`src/rtl/pc_pkg.sv`:
```
// Shared types and default parameters for the fetch-stage PC generator.
package pc_pkg;

  typedef enum logic [1:0] {
    RUN  = 2'd0,
    TRAP = 2'd1,
    HALT = 2'd2
  } pc_state_e;

  localparam int unsigned DEF_PC_W      = 10;
  localparam int unsigned DEF_STEP      = 1;
  localparam int unsigned DEF_RESET_VEC = 'h000;
  localparam int unsigned DEF_TRAP_VEC  = 'h3F0;
  localparam int unsigned DEF_RAS_DEPTH = 4;

endpackage

```
`src/rtl/pc_gen_ras_stack.sv`:
```
// Circular return-address stack: push wraps over the oldest entry when full,
// replace rewrites the top in place (call and return in the same cycle).
module ras_stack #(
  parameter int unsigned PC_W      = 10,
  parameter int unsigned RAS_DEPTH = 4
) (
  input  logic            clk,
  input  logic            rst,
  input  logic            push_i,
  input  logic            pop_i,
  input  logic            replace_i,
  input  logic [PC_W-1:0] data_i,
  output logic [PC_W-1:0] top_o,
  output logic            empty_o,
  output logic            full_o
);

  localparam int unsigned PTR_W = $clog2(RAS_DEPTH);
  localparam int unsigned CNT_W = $clog2(RAS_DEPTH + 1);

  logic [PC_W-1:0]  mem_q [RAS_DEPTH];
  logic [PTR_W-1:0] top_q, top_d;
  logic [CNT_W-1:0] cnt_q, cnt_d;

  always_comb begin
    // NOTE: combinational blocks assign defaults first so no path leaves a latch.
    top_d = top_q;
    cnt_d = cnt_q;
    if (push_i) begin
      top_d = top_q + PTR_W'(1);
      if (cnt_q != CNT_W'(RAS_DEPTH)) cnt_d = cnt_q + CNT_W'(1);
    end else if (pop_i && cnt_q != '0) begin
      top_d = top_q - PTR_W'(1);
      cnt_d = cnt_q - CNT_W'(1);
    end
  end

  // NOTE: state registers use non-blocking assignments so every flop samples pre-edge values.
  always_ff @(posedge clk) begin
    if (rst) begin
      top_q <= '0;
      cnt_q <= '0;
    end else begin
      top_q <= top_d;
      cnt_q <= cnt_d;
    end
  end

  // NOTE: entry storage is deliberately not reset; the count alone decides validity.
  always_ff @(posedge clk) begin
    if (!rst) begin
      if (push_i)         mem_q[top_d] <= data_i;
      else if (replace_i) mem_q[top_q] <= data_i;
    end
  end

  assign top_o   = mem_q[top_q];
  assign empty_o = (cnt_q == '0);
  assign full_o  = (cnt_q == CNT_W'(RAS_DEPTH));

endmodule

```
`src/rtl/pc_gen.sv`:
```
// Fetch-stage program counter: increment, branch/call/return redirect,
// trap entry/return with EPC, and a sticky RUN/TRAP/HALT control FSM.
module pc_gen
  import pc_pkg::*;
#(
  parameter int unsigned PC_W      = DEF_PC_W,
  parameter int unsigned STEP      = DEF_STEP,
  parameter int unsigned RESET_VEC = DEF_RESET_VEC,
  parameter int unsigned TRAP_VEC  = DEF_TRAP_VEC,
  parameter int unsigned RAS_DEPTH = DEF_RAS_DEPTH
) (
  input  logic            clk,
  input  logic            rst,
  input  logic            stall,
  input  logic            taken,
  input  logic            call,
  input  logic            ret,
  input  logic [PC_W-1:0] br_addr,
  input  logic            trap,
  input  logic            trap_ret,
  input  logic            halt_req,
  input  logic            resume,
  output logic [PC_W-1:0] pc,
  output logic [PC_W-1:0] epc,
  output logic            halted,
  output logic            in_trap,
  output logic            ras_empty,
  output logic            ras_full,
  output logic            ras_underflow,
  output logic            double_fault
);

  pc_state_e       state_q, state_d, prior_q, prior_d;
  logic [PC_W-1:0] pc_q, pc_d, epc_q, epc_d, pc_inc, ras_top;
  logic            df_q, df_d, unf_q, unf_d;
  logic            ras_push, ras_pop, ras_replace;

  assign pc_inc = pc_q + PC_W'(STEP);

  always_comb begin
    state_d     = state_q;
    prior_d     = prior_q;
    pc_d        = pc_q;
    epc_d       = epc_q;
    df_d        = df_q;
    unf_d       = 1'b0;
    ras_push    = 1'b0;
    ras_pop     = 1'b0;
    ras_replace = 1'b0;
    case (state_q)
      HALT: begin
        // A double fault pins the FSM in HALT until reset.
        if (resume && !df_q) state_d = prior_q;
      end
      default: begin
        if (halt_req) begin
          state_d = HALT;
          prior_d = state_q;
        end else if (trap) begin
          if (state_q == RUN) begin
            epc_d   = pc_q;
            pc_d    = PC_W'(TRAP_VEC);
            state_d = TRAP;
          end else begin
            df_d    = 1'b1;
            state_d = HALT;
            prior_d = TRAP;
          end
        end else if (stall) begin
          pc_d = pc_q;
        end else if (trap_ret && state_q == TRAP) begin
          pc_d    = epc_q;
          state_d = RUN;
        end else if (ret) begin
          if (!ras_empty) begin
            pc_d = ras_top;
            if (taken && call) ras_replace = 1'b1;
            else               ras_pop     = 1'b1;
          end else begin
            pc_d  = br_addr;
            unf_d = 1'b1;
          end
        end else if (taken) begin
          pc_d     = br_addr;
          ras_push = call;
        end else begin
          pc_d = pc_inc;
        end
      end
    endcase
  end

  always_ff @(posedge clk) begin
    if (rst) begin
      state_q <= RUN;
      prior_q <= RUN;
      pc_q    <= PC_W'(RESET_VEC);
      epc_q   <= '0;
      df_q    <= 1'b0;
      unf_q   <= 1'b0;
    end else begin
      state_q <= state_d;
      prior_q <= prior_d;
      pc_q    <= pc_d;
      epc_q   <= epc_d;
      df_q    <= df_d;
      unf_q   <= unf_d;
    end
  end

  ras_stack #(
    .PC_W      (PC_W),
    .RAS_DEPTH (RAS_DEPTH)
  ) u_ras (
    .clk       (clk),
    .rst       (rst),
    .push_i    (ras_push),
    .pop_i     (ras_pop),
    .replace_i (ras_replace),
    .data_i    (pc_inc),
    .top_o     (ras_top),
    .empty_o   (ras_empty),
    .full_o    (ras_full)
  );

  assign pc            = pc_q;
  assign epc           = epc_q;
  assign halted        = (state_q == HALT);
  assign in_trap       = (state_q == TRAP);
  assign ras_underflow = unf_q;
  assign double_fault  = df_q;

endmodule

```
`config.mk`:
```
export PLATFORM = sky130hd
export DESIGN_NAME = pc_gen
export DESIGN_NICKNAME = d
export VERILOG_FILES = /design/src/rtl/pc_pkg.sv /design/src/rtl/pc_gen_ras_stack.sv /design/src/rtl/pc_gen.sv
export SDC_FILE = /design/constraint.sdc
export NUM_CORES = 1
export LEC_CHECK = 0
export CORE_MARGIN = 10
export CORE_UTILIZATION = 50
export DETAILED_ROUTE_END_ITERATION = 8
export GPL_TIMING_DRIVEN = 0
export PLACE_DENSITY_LB_ADDON = 0.08
export REMOVE_ABC_BUFFERS = 1
export SYNTH_ARGS = -nofsm -noshare
export SYNTH_HDL_FRONTEND = slang
export SYNTH_SLANG_ARGS = --single-unit
```
`constraint.sdc`:
```
create_clock -name clk -period 2.1 [get_ports clk]
set_input_delay 0.315 -clock clk [delete_from_list [all_inputs] [get_ports clk]]
set_output_delay 0.315 -clock clk [all_outputs]
set_load 0.1 [all_outputs]
```
# Word level (Yosys, flattened, before mapping)

Memory sizes are Yosys's and may differ from the RTL's. A register that Yosys moved wholly into a read port is not among the register bits.
Cells that the tools add are included.
Widths: inputs -> output; s select.

$add $sub $neg: 5
$mul: 0
Div/mod/pow operators: 0
$lt $le $gt $ge: 0
Equal/unequal tests: 10
Shift-type cells: 0
Multiplexer cells: 57
Bitwise logic cells: 4
Reductions and logical operators: 19

Operators with widths:

| operator              | count |
|---|---|
| $mux 10               | 8 |
| $mux 1                | 32 |
| $mux 2                | 14 |
| $reduce_and 4->1      | 3 |
| $add 10x1->10 const B | 1 |
| $reduce_or 10->1      | 1 |
| $mux 3                | 3 |
| $ne 2x1->1 const B    | 4 |
| $reduce_or 7->1       | 1 |
| $reduce_and 3->1      | 2 |
| $logic_and 1x1->1     | 4 |
| $ne 4x1->1 const B    | 1 |
| $not 1->1             | 4 |
| $reduce_bool 2->1     | 2 |
| $reduce_bool 4->1     | 1 |
| $add 3x1->3 const B   | 1 |
| $eq 3x3->1 const B    | 1 |
| $logic_not 3->1       | 1 |
| $ne 3x3->1 const B    | 1 |
| $reduce_bool 3->1     | 1 |
| $sub 3x1->3 const B   | 1 |
| $add 2x1->2 const B   | 1 |
| $eq 2x1->1 const B    | 1 |
| $eq 2x2->1 const B    | 1 |
| 5 further kinds       | 5 |

Register bits after elaboration: 31
Bits in latches: 0
Bits in writable memories: 40
ROM bits: 0
Bits of input ports: 20
Output and inout port bits: 26
Word-level logic and storage cells: 104
Memories kept: 1

Memories:

| name        | depth | width | read ports | clocked after Yosys merged registers in | wr ports | line                   | source |
|---|---|---|---|---|---|---|---|
| u_ras.mem_q | 4     | 10    | 1          | 1                                       | 1        | pc_gen_ras_stack.sv:21 | `logic [PC_W-1:0] mem_q [RAS_DEPTH];` |

# Depth between registers and ports, before layout

Gate-level depths: netlist of run 1.

Depth after elaboration: 15
Depth in mapped cells: 9
Gate-level depth less buffers: 9

# By module

From an unflattened synthesis of run 1, not the netlist that was laid out.

Cell total of the unflattened synthesis: 303
Area, all modules: 3434.5 sq um

By module, submodules not included:

| module    | times used | cells an instance | area each (sq um) | seq. area each (sq um) |
|---|---|---|---|---|
| ras_stack | 1          | 101               | 1853.0            | 1301.2 |
| pc_gen    | 1          | 202               | 1581.5            | 520.5 |

# Worst setup path after synthesis of run 1

OpenSTA, ideal clock, no wires.

Path kind: reg-to-reg
Start point: reg u_ras.cnt_q[0]
End point: reg u_ras.cnt_q[1]
Setup time: 0.128 ns
Arrival: 3.394 ns
Data required time: 1.972 ns
Path slack: -1.421 ns
Cell stages (with the launch flop): 6
Buffers on the path: 0
Period minus slack after synthesis: 3.521 ns
Path through: dfxtp_1 nor3b_1 nor3_1 o21ai_2 mux2i_1 nor2_1

Word-level cells in the longest chain between the ends: 11
Elaborated cells on any way between the ends: 19
Classes of those cells: 2 x add/sub; 2 x eq/ne; 10 x mux; 5 x reduce/logical

Ends and longest elaborated chain:

| what                               | line                   | source |
|---|---|---|
| start: declaration                 | pc_gen_ras_stack.sv:23 | `logic [CNT_W-1:0] cnt_q, cnt_d;` |
| start signal: assignment           | pc_gen_ras_stack.sv:45 | `cnt_q <= cnt_d;` |
| $logic_not 3->1                    | pc_gen_ras_stack.sv:58 | `assign empty_o = (cnt_q == '0);` |
| $mux 1                             | pc_gen.sv:75           | `if (!ras_empty) begin` |
| $mux 1                             | pc_gen.sv:74           | `end else if (ret) begin` |
| $mux 1                             | pc_gen.sv:71           | `end else if (trap_ret && state_q == TRAP) begin` |
| $mux 1                             | pc_gen.sv:69           | `end else if (stall) begin` |
| $mux 1                             | pc_gen.sv:59           | `end else if (trap) begin` |
| $mux 1                             | pc_gen.sv:56           | `if (halt_req) begin` |
| $mux 1                             | pc_gen.sv:50           | `case (state_q)` |
| $logic_and 1x1->1                  | pc_gen_ras_stack.sv:32 | `end else if (pop_i && cnt_q != '0) begin` |
| $reduce_bool 2->1 (no source line) | -                      |  |
| $reduce_and 2->1 (no source line)  | -                      |  |

Several ways; a longest one is shown, not always the timed one. The select of a mux whose other input is x is not followed.
A chain may end at the register's enable or synchronous reset.

# Worst setup path in the final report of run 1

Start point: reg pc_q[6] (netlist: pc[6])
End point: out pc[6]

RTL lines:

| what                     | line          | source |
|---|---|---|
| start: declaration       | pc_gen.sv:34  | `logic [PC_W-1:0] pc_q, pc_d, epc_q, epc_d, pc_inc, ras_top;` |
| start signal: assignment | pc_gen.sv:97  | `pc_q <= PC_W'(RESET_VEC);` |
| start signal: assignment | pc_gen.sv:104 | `pc_q <= pc_d;` |
| end: declaration         | pc_gen.sv:23  | `output logic [PC_W-1:0] pc,` |

No word-level cell between the ends.

==> reports/qor.csv, run 1 <==
metric,value,unit
status,completed,
power_frac_seq,0.469,
htree_levels,3,
grt_pass1_wl,13590,um
postCtsHoldBufs,0,
grt_pass1_vias,2657,
chipHeight,103.2,um
critical_path_peak_fanout,7,
drive_gt1_frac,0.1935,
p_int,0.002340,W
tightestPinTransition,1236,ps
hold_viol_final,0,
power_density,775.2,nW/um^2
path_class,flop to primary output,
hold_depth,2,
hold_path.startpoint,epc[4],
max_freq,0.4900,GHz
fin_crit_sh,0.9718,
regToRegSetupSlack,110,ps
min_period,2041,ps
required,1780,ps
drc_errors,0,
drtPass1Iterations,5,
syn2layout_area_growth,24.12,%
yosysWarnings,0,
place_inst,428,
die_x,103.2,um
maxSlewHeadroom,0.1695,
clock-sinks,71,
crit_path_end_kind,primary output,
cp.arrival,1730,ps
antenna_cells,0,
avgViaCountPerCell,5.777,
cts.clk_slew.worst_paths,80,ps
p_clk_frac,0.362,
grt_overflow,0,
cp_num_buf_inv,1,
avgSynthCellArea,10.71,um^2
start_util,0.5120,
coreArea,6756,um^2
slew_violations,0,
synth_area,3460,um^2
portBuffers,45,
crit_slowest_cell,dlygate4sd2_1,
dieArea,10650,um^2
gp_congestion,0.9180,
hold-path-endpoint,epc[4],
reg2reg_from,u_ras.cnt_q[0],
wire_per_inst,18.54,um
cts_buffers,9,
swShare,0.2972,
pin_count,46,
cp_slowest_stage_delay,900,ps
final-setup-viol-count,0,
cp_top_family,buffers and inverters,
track_usage,0.1648,
synth-edff-count,40,
clock_latency,340,ps
detail-route-antenna-nets,0,
totalNegativeSetupSlack,0,ps
grt_max_degree,33,
fin_cells,452,
vdd.ir_drop.worst,0.5427,mV
vias,2611,
crit_chain,dlygate4sd2_1,
synth-seq-cells,71,
startpoint_type,flop,
clock_skew,6.982,ps
synth_cell_type_count,54,
p_comb_frac,0.169,
synth_seq_area_share,0.5266,
num-nets-final,390,
switchingPower,0.0009892,W
fp-row-count,30,
wl,8380,um
drv_cap,0,
netlist_instances,323,
synth_ff_type,edfxtp_1,
leakagePower,1.541,nW
synthArstFlopShare,0,
hp-class,flop to flop,
cts_tree,done,
cts.root.buffer_cell,clkbuf_8,
startpoint,pc[6],
hold_ws,479.3,ps
reg2regPathDepth,6,
cts.path.max_buffers,2,
rr_endpoint,u_ras.mem_q[1][2],
dr.first_iter.drc_count,184,
antenna_found_initial,0,
hpwl,5650,um
cells by family (layout without fill, tap and decap cells):
group | after synthesis | after routing | synth area share
and+or+nand+nor | 125 | 125 | 0.1750
DFF | 71 | 71 | 0.5266
AOI/OAI and AO/OA | 62 | 62 | 0.1150
buffers and inverters | 29 | 78 | 0.04376
muxes | 20 | 20 | 0.09476
xor gates and xnor gates | 14 | 14 | 0.03544
adders and majority gates | 2 | 2 | 0.009403
area by class of cell:
| type | instances | area, um^2 |
|---|---|---|
| clock buffer | 9 | 123.9 |
| clock inverter | 6 | 92.59 |
| fill | 576 | 2462 |
| inverter | 9 | 38.79 |
| multi-input combinational | 223 | 1573 |
| sequential | 71 | 1828 |
| tap | 80 | 100.1 |
| timing repair buffer | 54 | 538.0 |
stage by stage:
stage / utilization / power [W] / worst slack, ps / cell area (um^2)
after floorplan: - / 0.001971 / -1408 / 3347
after global placement: 0.5769 / 0.002152 / -1332 / 3897
after detailed placement: 0.5769 / 0.002158 / -1353 / 3897
after CTS: 0.6298 / 0.003336 / 2.760 / 4255
after global routing: 0.6356 / 0.003457 / -4.982 / 4294
final: 0.6356 / 0.003329 / 59.17 / 4294
state kept, by name, summed over array words and instances (netlist names):
register and cells:
ras_underflow 1, prior_q 2, state_q 2, u_ras.top_q 2
epc 10, pc 10, u_ras.mem_q 40, double_fault 1
u_ras.cnt_q 3
synthesized netlist by cell type (all sizes together), types with 2 or more instances:
| cell type | n | share of area |
|---|---|---|
| a311oi | 2 | 0.0051 |
| inv | 9 | 0.011 |
| a21o | 2 | 0.0043 |
| o22ai | 4 | 0.0072 |
| a21oi | 25 | 0.036 |
| mux2i | 8 | 0.023 |
| o21ai | 12 | 0.018 |
| nor4 | 2 | 0.0036 |
| clkbuf | 10 | 0.011 |
| o31ai | 2 | 0.0043 |
| nand4 | 3 | 0.0054 |
| xor2 | 5 | 0.013 |
| dfxtp | 31 | 0.18 |
| a211oi | 3 | 0.0065 |
| a22oi | 2 | 0.0043 |
| mux4 | 10 | 0.065 |
| nand3b | 2 | 0.0043 |
| and3b | 2 | 0.0051 |
| nand3 | 7 | 0.012 |
| nand2b | 4 | 0.0072 |
| or3 | 4 | 0.0072 |
| nand2 | 45 | 0.049 |
| mux2 | 2 | 0.0065 |
| nor2 | 31 | 0.034 |
| and3 | 6 | 0.012 |
| nor2b | 3 | 0.0054 |
| nor3 | 12 | 0.021 |
| xnor2 | 9 | 0.023 |
| buf | 10 | 0.021 |
| edfxtp | 40 | 0.35 |
| a31oi | 2 | 0.0036 |
| o211ai | 2 | 0.0058 |
layer usage:
metal,part of all wire,vias to the layer above,global-route usage,wire length (um)
met5,0,-,0,0
met4,0.016,0,0.04920,138
met3,0.073,13,0.05847,612
met2,0.47,92,0.2540,3974
met1,0.44,1242,0.2132,3655
li1,-,1264,-,-
repair_timing:
item                                    4_1_cts  5_1_grt
setup buffers                                 8        1
resized for setup                            71       14
pin swaps                                     7        1
endpoints found under the setup margin       77       28
cell usage in the layout, fill, tap and decap left out, types with 3 or more instances in the layout:
master,n
a21oi_1,25
o22ai_1,4
buf_12,4
mux4_2,10
nor2b_1,3
clkbuf_8,9
nor3_1,10
nand4_1,3
nor2_4,4
edfxtp_1,40
nand2_1,45
and3_1,5
nand3_1,6
clkdlybuf4s50_1,13
dfxtp_1,28
buf_4,7
a211oi_1,3
nand2b_1,4
inv_6,3
clkdlybuf4s15_2,6
xor2_1,4
inv_1,7
o21ai_0,9
mux2i_1,8
dlygate4sd2_1,20
xnor2_1,7
nor2_1,27
how the worst max path moves through the flow:
stage                                    to  slack, ps  cells after the start
after floorplan              u_ras.cnt_q[1]      -1410                      5
after global placement    u_ras.mem_q[2][1]      -1330                      6
after detailed placement  u_ras.mem_q[2][1]      -1350                      6
after CTS                     ras_underflow          3                      1
after global routing         u_ras.cnt_q[2]         -5                      9
final                                 pc[6]         60                      1
power groups by stage:
stage               clock [W]  sequential, W  combinational [W]
floorplan                   0        0.00174           0.000234
global placement            0        0.00159           0.000561
detailed placement          0        0.00159           0.000566
CTS                   0.00122        0.00156           0.000559
global route          0.00129        0.00157           0.000602
finish                0.00120        0.00156           0.000563
Note: power is estimated with default switching activity, not from simulation.
==> run 2: changes to the inputs <==
==> constraint.sdc (replaced) <==
create_clock -name clk -period 2.1 [get_ports clk]
set_input_delay 0.315 -clock clk [delete_from_list [all_inputs] [get_ports clk]]
set_output_delay 0.315 -clock clk [all_outputs]
set_load 0.02 [all_outputs]
==> reports/qor.csv, run 2 (synthesis results as in run 1) <==
metric,value,unit,change
final_cell_mix,"45 x nand2_1, 40 x edfxtp_1, 37 x clkdlybuf4s50_1",,
cts.path.max_buffers,2,,unchanged
postCtsHoldBufs,0,,unchanged
swShare,0.2570,,-0.04015
critical_path_peak_fanout,15,,+8
grt_pass1_vias,2647,,-0.38%
pin_count,46,,unchanged
detail-route-antenna-nets,0,,unchanged
dr.first_iter.drc_count,184,,unchanged
grt_overflow,0,,unchanged
cp.arrival,2160,ps,+430 ps
largest_reg_flops,40,,unchanged
clock_latency,340,ps,about the same
leakagePower,1.438,nW,-6.7%
worst_slack,49.92,ps,-9.245 ps
min_period,2050,ps,+9.244 ps
clock_skew,7.450,ps,+0.4676 ps
cts.clk_slew.worst_paths,80,ps,about the same
design_area,4300,um^2,+0.15%
final_common_cell,nand2_1,,
coreArea,6756,um^2,unchanged
tightestPinTransition,1208,ps,-28.50 ps
fin_cells,452,,unchanged
path_class,flop to flop,,
drive_gt1_frac,0.1720,,-0.02151
cp_num_buf_inv,1,,unchanged
slew_violations,0,,unchanged
fin_crit_sh,0.9762,,+0.004402
start_util,0.5120,,unchanged
p_int,0.002353,W,+0.57%
power_frac_seq,0.493,,+0.024
antenna_cells,0,,unchanged
track_usage,0.1651,,+0.0002346
status,completed,,
portBuffers,45,,unchanged
hp-class,flop to flop,,
cp_slowest_stage_delay,520,ps,-380 ps
die_x,103.2,um,unchanged
dieArea,10650,um^2,unchanged
p_comb_frac,0.127,,-0.042
hold_viol_final,0,,unchanged
crit_chain,or3_4 > nand4b_1 > a21o_1 > xor2_2 > nor2_4 > buf_12,,
crit_path_end_kind,flop,,
dpl_cell_area,3897,um^2,unchanged
grt_pass1_wl,13610,um,about the same
max_freq,0.4878,GHz,-0.45%
maxSlewHeadroom,0.1887,,+0.01914
fp-row-count,30,,unchanged
htree_levels,3,,unchanged
pre_cts_slack,-1353,ps,unchanged
num-nets-final,390,,unchanged
vdd.ir_drop.worst,0.5339,mV,-1.6%
wl,8369,um,-0.13%
cts.root.buffer_cell,clkbuf_8,,
place_inst,428,,unchanged
required,2210,ps,+430 ps
power_density,736.4,nW/um^2,-5.0%
cp_top_family,simple AND/OR/NAND/NOR gates,,
grt_max_degree,33,,unchanged
gp_congestion,0.9180,,unchanged
rsz0062_at_grt,true,,
antenna_found_initial,0,,unchanged
clock-sinks,71,,unchanged
drtPass1Iterations,5,,unchanged
syn2layout_area_growth,24.30,%,
wire_per_inst,18.52,um,-0.13%
regMostFlops,u_ras.mem_q,,
drv_cap,0,,unchanged
hpwl,5650,um,unchanged
drc_errors,0,,unchanged
final-setup-viol-count,0,,unchanged
switchingPower,0.0008139,W,-18%
vias,2609,,-0.077%
total_power,0.003167,W,-4.9%
crit_slowest_cell,or3_4,,
hold_ws,482.2,ps,+2.854 ps
chipHeight,103.2,um,unchanged
avgViaCountPerCell,5.772,,about the same
cts_tree,done,,
cts_buffers,9,,unchanged
startpoint_type,flop,,
p_clk_frac,0.379,,+0.017
==> run 2: cell count changes in the layout (fill, tap and decap cells not counted), sizes merged <==
| cell | delta |
|---|---|
| clkdlybuf4s50 | +24 |
| clkbuf | -1 |
| buf | -2 |
| clkdlybuf4s15 | -4 |
| dlygate4sd2 | -16 |
| dlymetal6s2s | -1 |
==> run 2: timing repair <==
action                     CTS  global route
setup buffers                8             1
pin swaps                    7             1
gates resized for setup     30             7
setup endpoints to repair   54            42
==> run 2: area by class of cell <==
cell class              count  area (um^2)
fillers                   566         2456
flip-flops and latches     71         1828
multi-input cells         223         1555
repair buffers             54        561.8
clock buffers               9        123.9
well taps                  80        100.1
clock inverters             6        92.59
inverters                   9        38.79
==> run 2: worst paths after layout <==
kind	endpoint	slack, ps	depth (start not counted)	start
worst min register to register	epc[5]	480	2	epc[5]
worst max-delay path	u_ras.mem_q[3][2]	50	6	u_ras.cnt_q[0]
worst min-delay path	epc[5]	480	2	epc[5]
worst max register to register	u_ras.mem_q[3][2]	50	6	u_ras.cnt_q[0]
==> run 2: power by group through the flow <==
stage	registers (W)	clock network, W	logic (W)
after floorplan	0.00160	0	0.000195
after global routing	0.00157	0.00129	0.000441
after global placement	0.00159	0	0.000388
after detailed placement	0.00159	0	0.000394
final	0.00156	0.00120	0.000403
after CTS	0.00156	0.00122	0.000401
==> run 2: routing by layer <==
metal,track usage,vias up,part of all wire
li1,-,1263,-
met1,0.2130,1249,0.44
met2,0.2535,82,0.47
met3,0.05914,15,0.076
met4,0.05134,0,0.018
met5,0,-,0
==> run 2: per-stage QoR <==
stage	util	setup TNS, ps
2_1_floorplan	-	-5249
3_5_place_dp	0.5769	-59210
6_report	0.6365	0
4_1_cts	0.6322	0
5_1_grt	0.6365	-297.4
3_3_place_gp	0.5769	-58120
==> run 2: tightest hold or removal path: cells and delay by family (launching register included) <==
kind,cells,cell delay (ps)
flip-flops,1,330
AO/OA/AOI/OAI,1,50
AND/OR/NAND/NOR,1,60
==> run 3: changes to the inputs <==
- CORE_MARGIN: 10 -> 3
- REMOVE_ABC_BUFFERS: 1 -> default
==> reports/qor.csv, run 3 (synthesis results as in run 1) <==
metric,value,unit,change
status,completed,,
grt_overflow,0,,unchanged
regToRegSetupSlack,30,ps,-20 ps
wl,8583,um,+2.6%
cts.clk_slew.worst_paths,80,ps,about the same
hold_viol_final,0,,unchanged
hp-class,primary input to flop,,
rr_endpoint,u_ras.mem_q[3][8],,
maxSlewHeadroom,0.6290,,+0.4403
detail-route-antenna-nets,0,,unchanged
coreArea,6531,um^2,-3.3%
drc_errors,0,,unchanged
wire_per_inst,18.34,um,-0.95%
cts_tree,done,,
chipHeight,89.18,um,-14%
syn2layout_area_growth,26.15,%,
dr.first_iter.drc_count,172,,-6.5%
syn_nets,345,,
drtPass1Iterations,6,,+1
drv_cap,0,,unchanged
reg2regPathDepth,7,,+1
final_common_cell,nand2_1,,
num-nets-final,408,,+4.6%
hpwl,5981,um,+5.9%
die_x,89.18,um,-14%
clock-sinks,71,,unchanged
cts.root.buffer_cell,clkbuf_8,,
track_usage,0.2359,,+0.07083
n_fill_cell,529,,-6.5%
reg2reg_from,u_ras.cnt_q[0],,
startpoint_type,flop,,
min_period,2069,ps,+19.07 ps
fp-row-count,29,,-3.3%
htree_levels,3,,unchanged
dieArea,7953,um^2,-25%
leakagePower,1.494,nW,+3.9%
slew_violations,0,,unchanged
utilization,0.6682,,+0.03172
cts.path.max_buffers,2,,unchanged
hold_depth,3,,+1
start_util,0.5297,,+0.01766
cts_buffers,9,,unchanged
path_class,flop to flop,,
final-setup-viol-count,0,,unchanged
vias,2770,,+6.2%
grt_max_degree,14,,-58%
grt_pass1_wl,13740,um,+0.96%
critical_path_peak_fanout,10,,-5
regMostFlops,u_ras.mem_q,,
drive_gt1_frac,0.1790,,+0.006985
clock_skew,7.483,ps,+0.03375 ps
fin_crit_sh,0.9853,,+0.009083
clock_latency,350,ps,about the same
gp_congestion,0.8397,,-8.5%
power_density,705.4,nW/um^2,-4.2%
dpl_cell_area,4006,um^2,+2.8%
antenna_found_initial,0,,unchanged
hold-path-endpoint,prior_q[1],,
crit_path_end_kind,flop,,
portBuffers,43,,-4.4%
largest_reg_flops,40,,unchanged
avgViaCountPerCell,5.919,,+2.5%
final_cell_mix,"45 x nand2_1, 40 x edfxtp_1, 39 x clkdlybuf4s50_1",,
grt_pass1_vias,2673,,+0.98%
pin_count,46,,unchanged
required,2220,ps,about the same
antenna_cells,0,,unchanged
tightestPinTransition,556.4,ps,-651.2 ps
cp.arrival,2190,ps,+30 ps
vdd.ir_drop.worst,0.4169,mV,-22%
max_freq,0.4833,GHz,-0.92%
hold_path.startpoint,halt_req,,
total_power,0.003078,W,-2.8%
design_area,4364,um^2,+1.5%
rsz0062_at_grt,false,,
run 3: cell count changes in the layout (fill, tap and decap cells not counted), moves of 2 or more:
cell	before	now
dfxtp_1	28	30
clkdlybuf4s15_2	3	0
buf_6	0	3
clkbuf_1	0	9
dlygate4sd2_1	4	2
buf_4	5	7
buf_2	0	4
clkdlybuf4s50_1	37	39
run 3: worst max-delay path, cell delays in order (launching register included):
cell and delay, ps:
dfxtp_1 360, or3_1 400, buf_6 150, buf_6 140, and3_1 170, o21ai_1 350, nor2_4 90, buf_12 160
run 3: layout make-up:
class                   count  area (um^2)  share of cell area
clock inverters             7        71.32             0.01634
clock buffers               9        123.9             0.02838
flip-flops and latches     71         1823              0.4177
inverters                   9        38.79            0.008888
multi-input cells         223         1553              0.3558
plain buffers              20        115.1             0.02638
well taps                  77        96.34             0.02208
repair buffers             52        543.0              0.1244
run 3: stage by stage:
step | setup TNS [ps] | std cells | setup slack (ps) | hold slack, ps
after floorplan | -247.1 | 323 | -43.05 | 473.3
after global placement | -39290 | 443 | -1085 | 468.3
after detailed placement | -40530 | 443 | -1172 | 474.6
after CTS | 0 | 468 | 3.174 | 372.8
after global routing | 0 | 468 | 7.011 | 395.5
final | 0 | 468 | 30.85 | 378.7
run 3: report_power, final:
part	leakage (nW)	internal, W	switching (W)
Sequential	0.604	0.00151	0.0000462
Clock	0.0937	0.000550	0.000545
Combinational	0.797	0.000187	0.000244
Total	1.49	0.00224	0.000835
run 3: repair_timing:
action | in CTS | in global routing
resized for setup | 13 | 7
cloned | 0 | 0
pin swaps | 6 | 1
setup buffers | 9 | 0
endpoints found under the setup margin | 44 | 43
hold buffers | 0 | 0
run 3: worst max path at each step:
stage | start | end | slack [ps] | cells after the start
final | u_ras.cnt_q[0] | u_ras.mem_q[3][8] | 30 | 7
after floorplan | halt_req | u_ras.cnt_q[2] | -40 | 9
after detailed placement | trap | u_ras.mem_q[1][0] | -1170 | 6
after global routing | u_ras.cnt_q[0] | u_ras.mem_q[3][6] | 7 | 7
after global placement | trap | u_ras.mem_q[1][0] | -1090 | 6
after CTS | state_q[1] | halted | 3 | 3
run 3: routing by layer:
metal	wire length (um)	GRT usage
met1	3914	0.3343
met2	4071	0.3617
met3	467	0.05161
met4	129	0.07984
met5	0	0
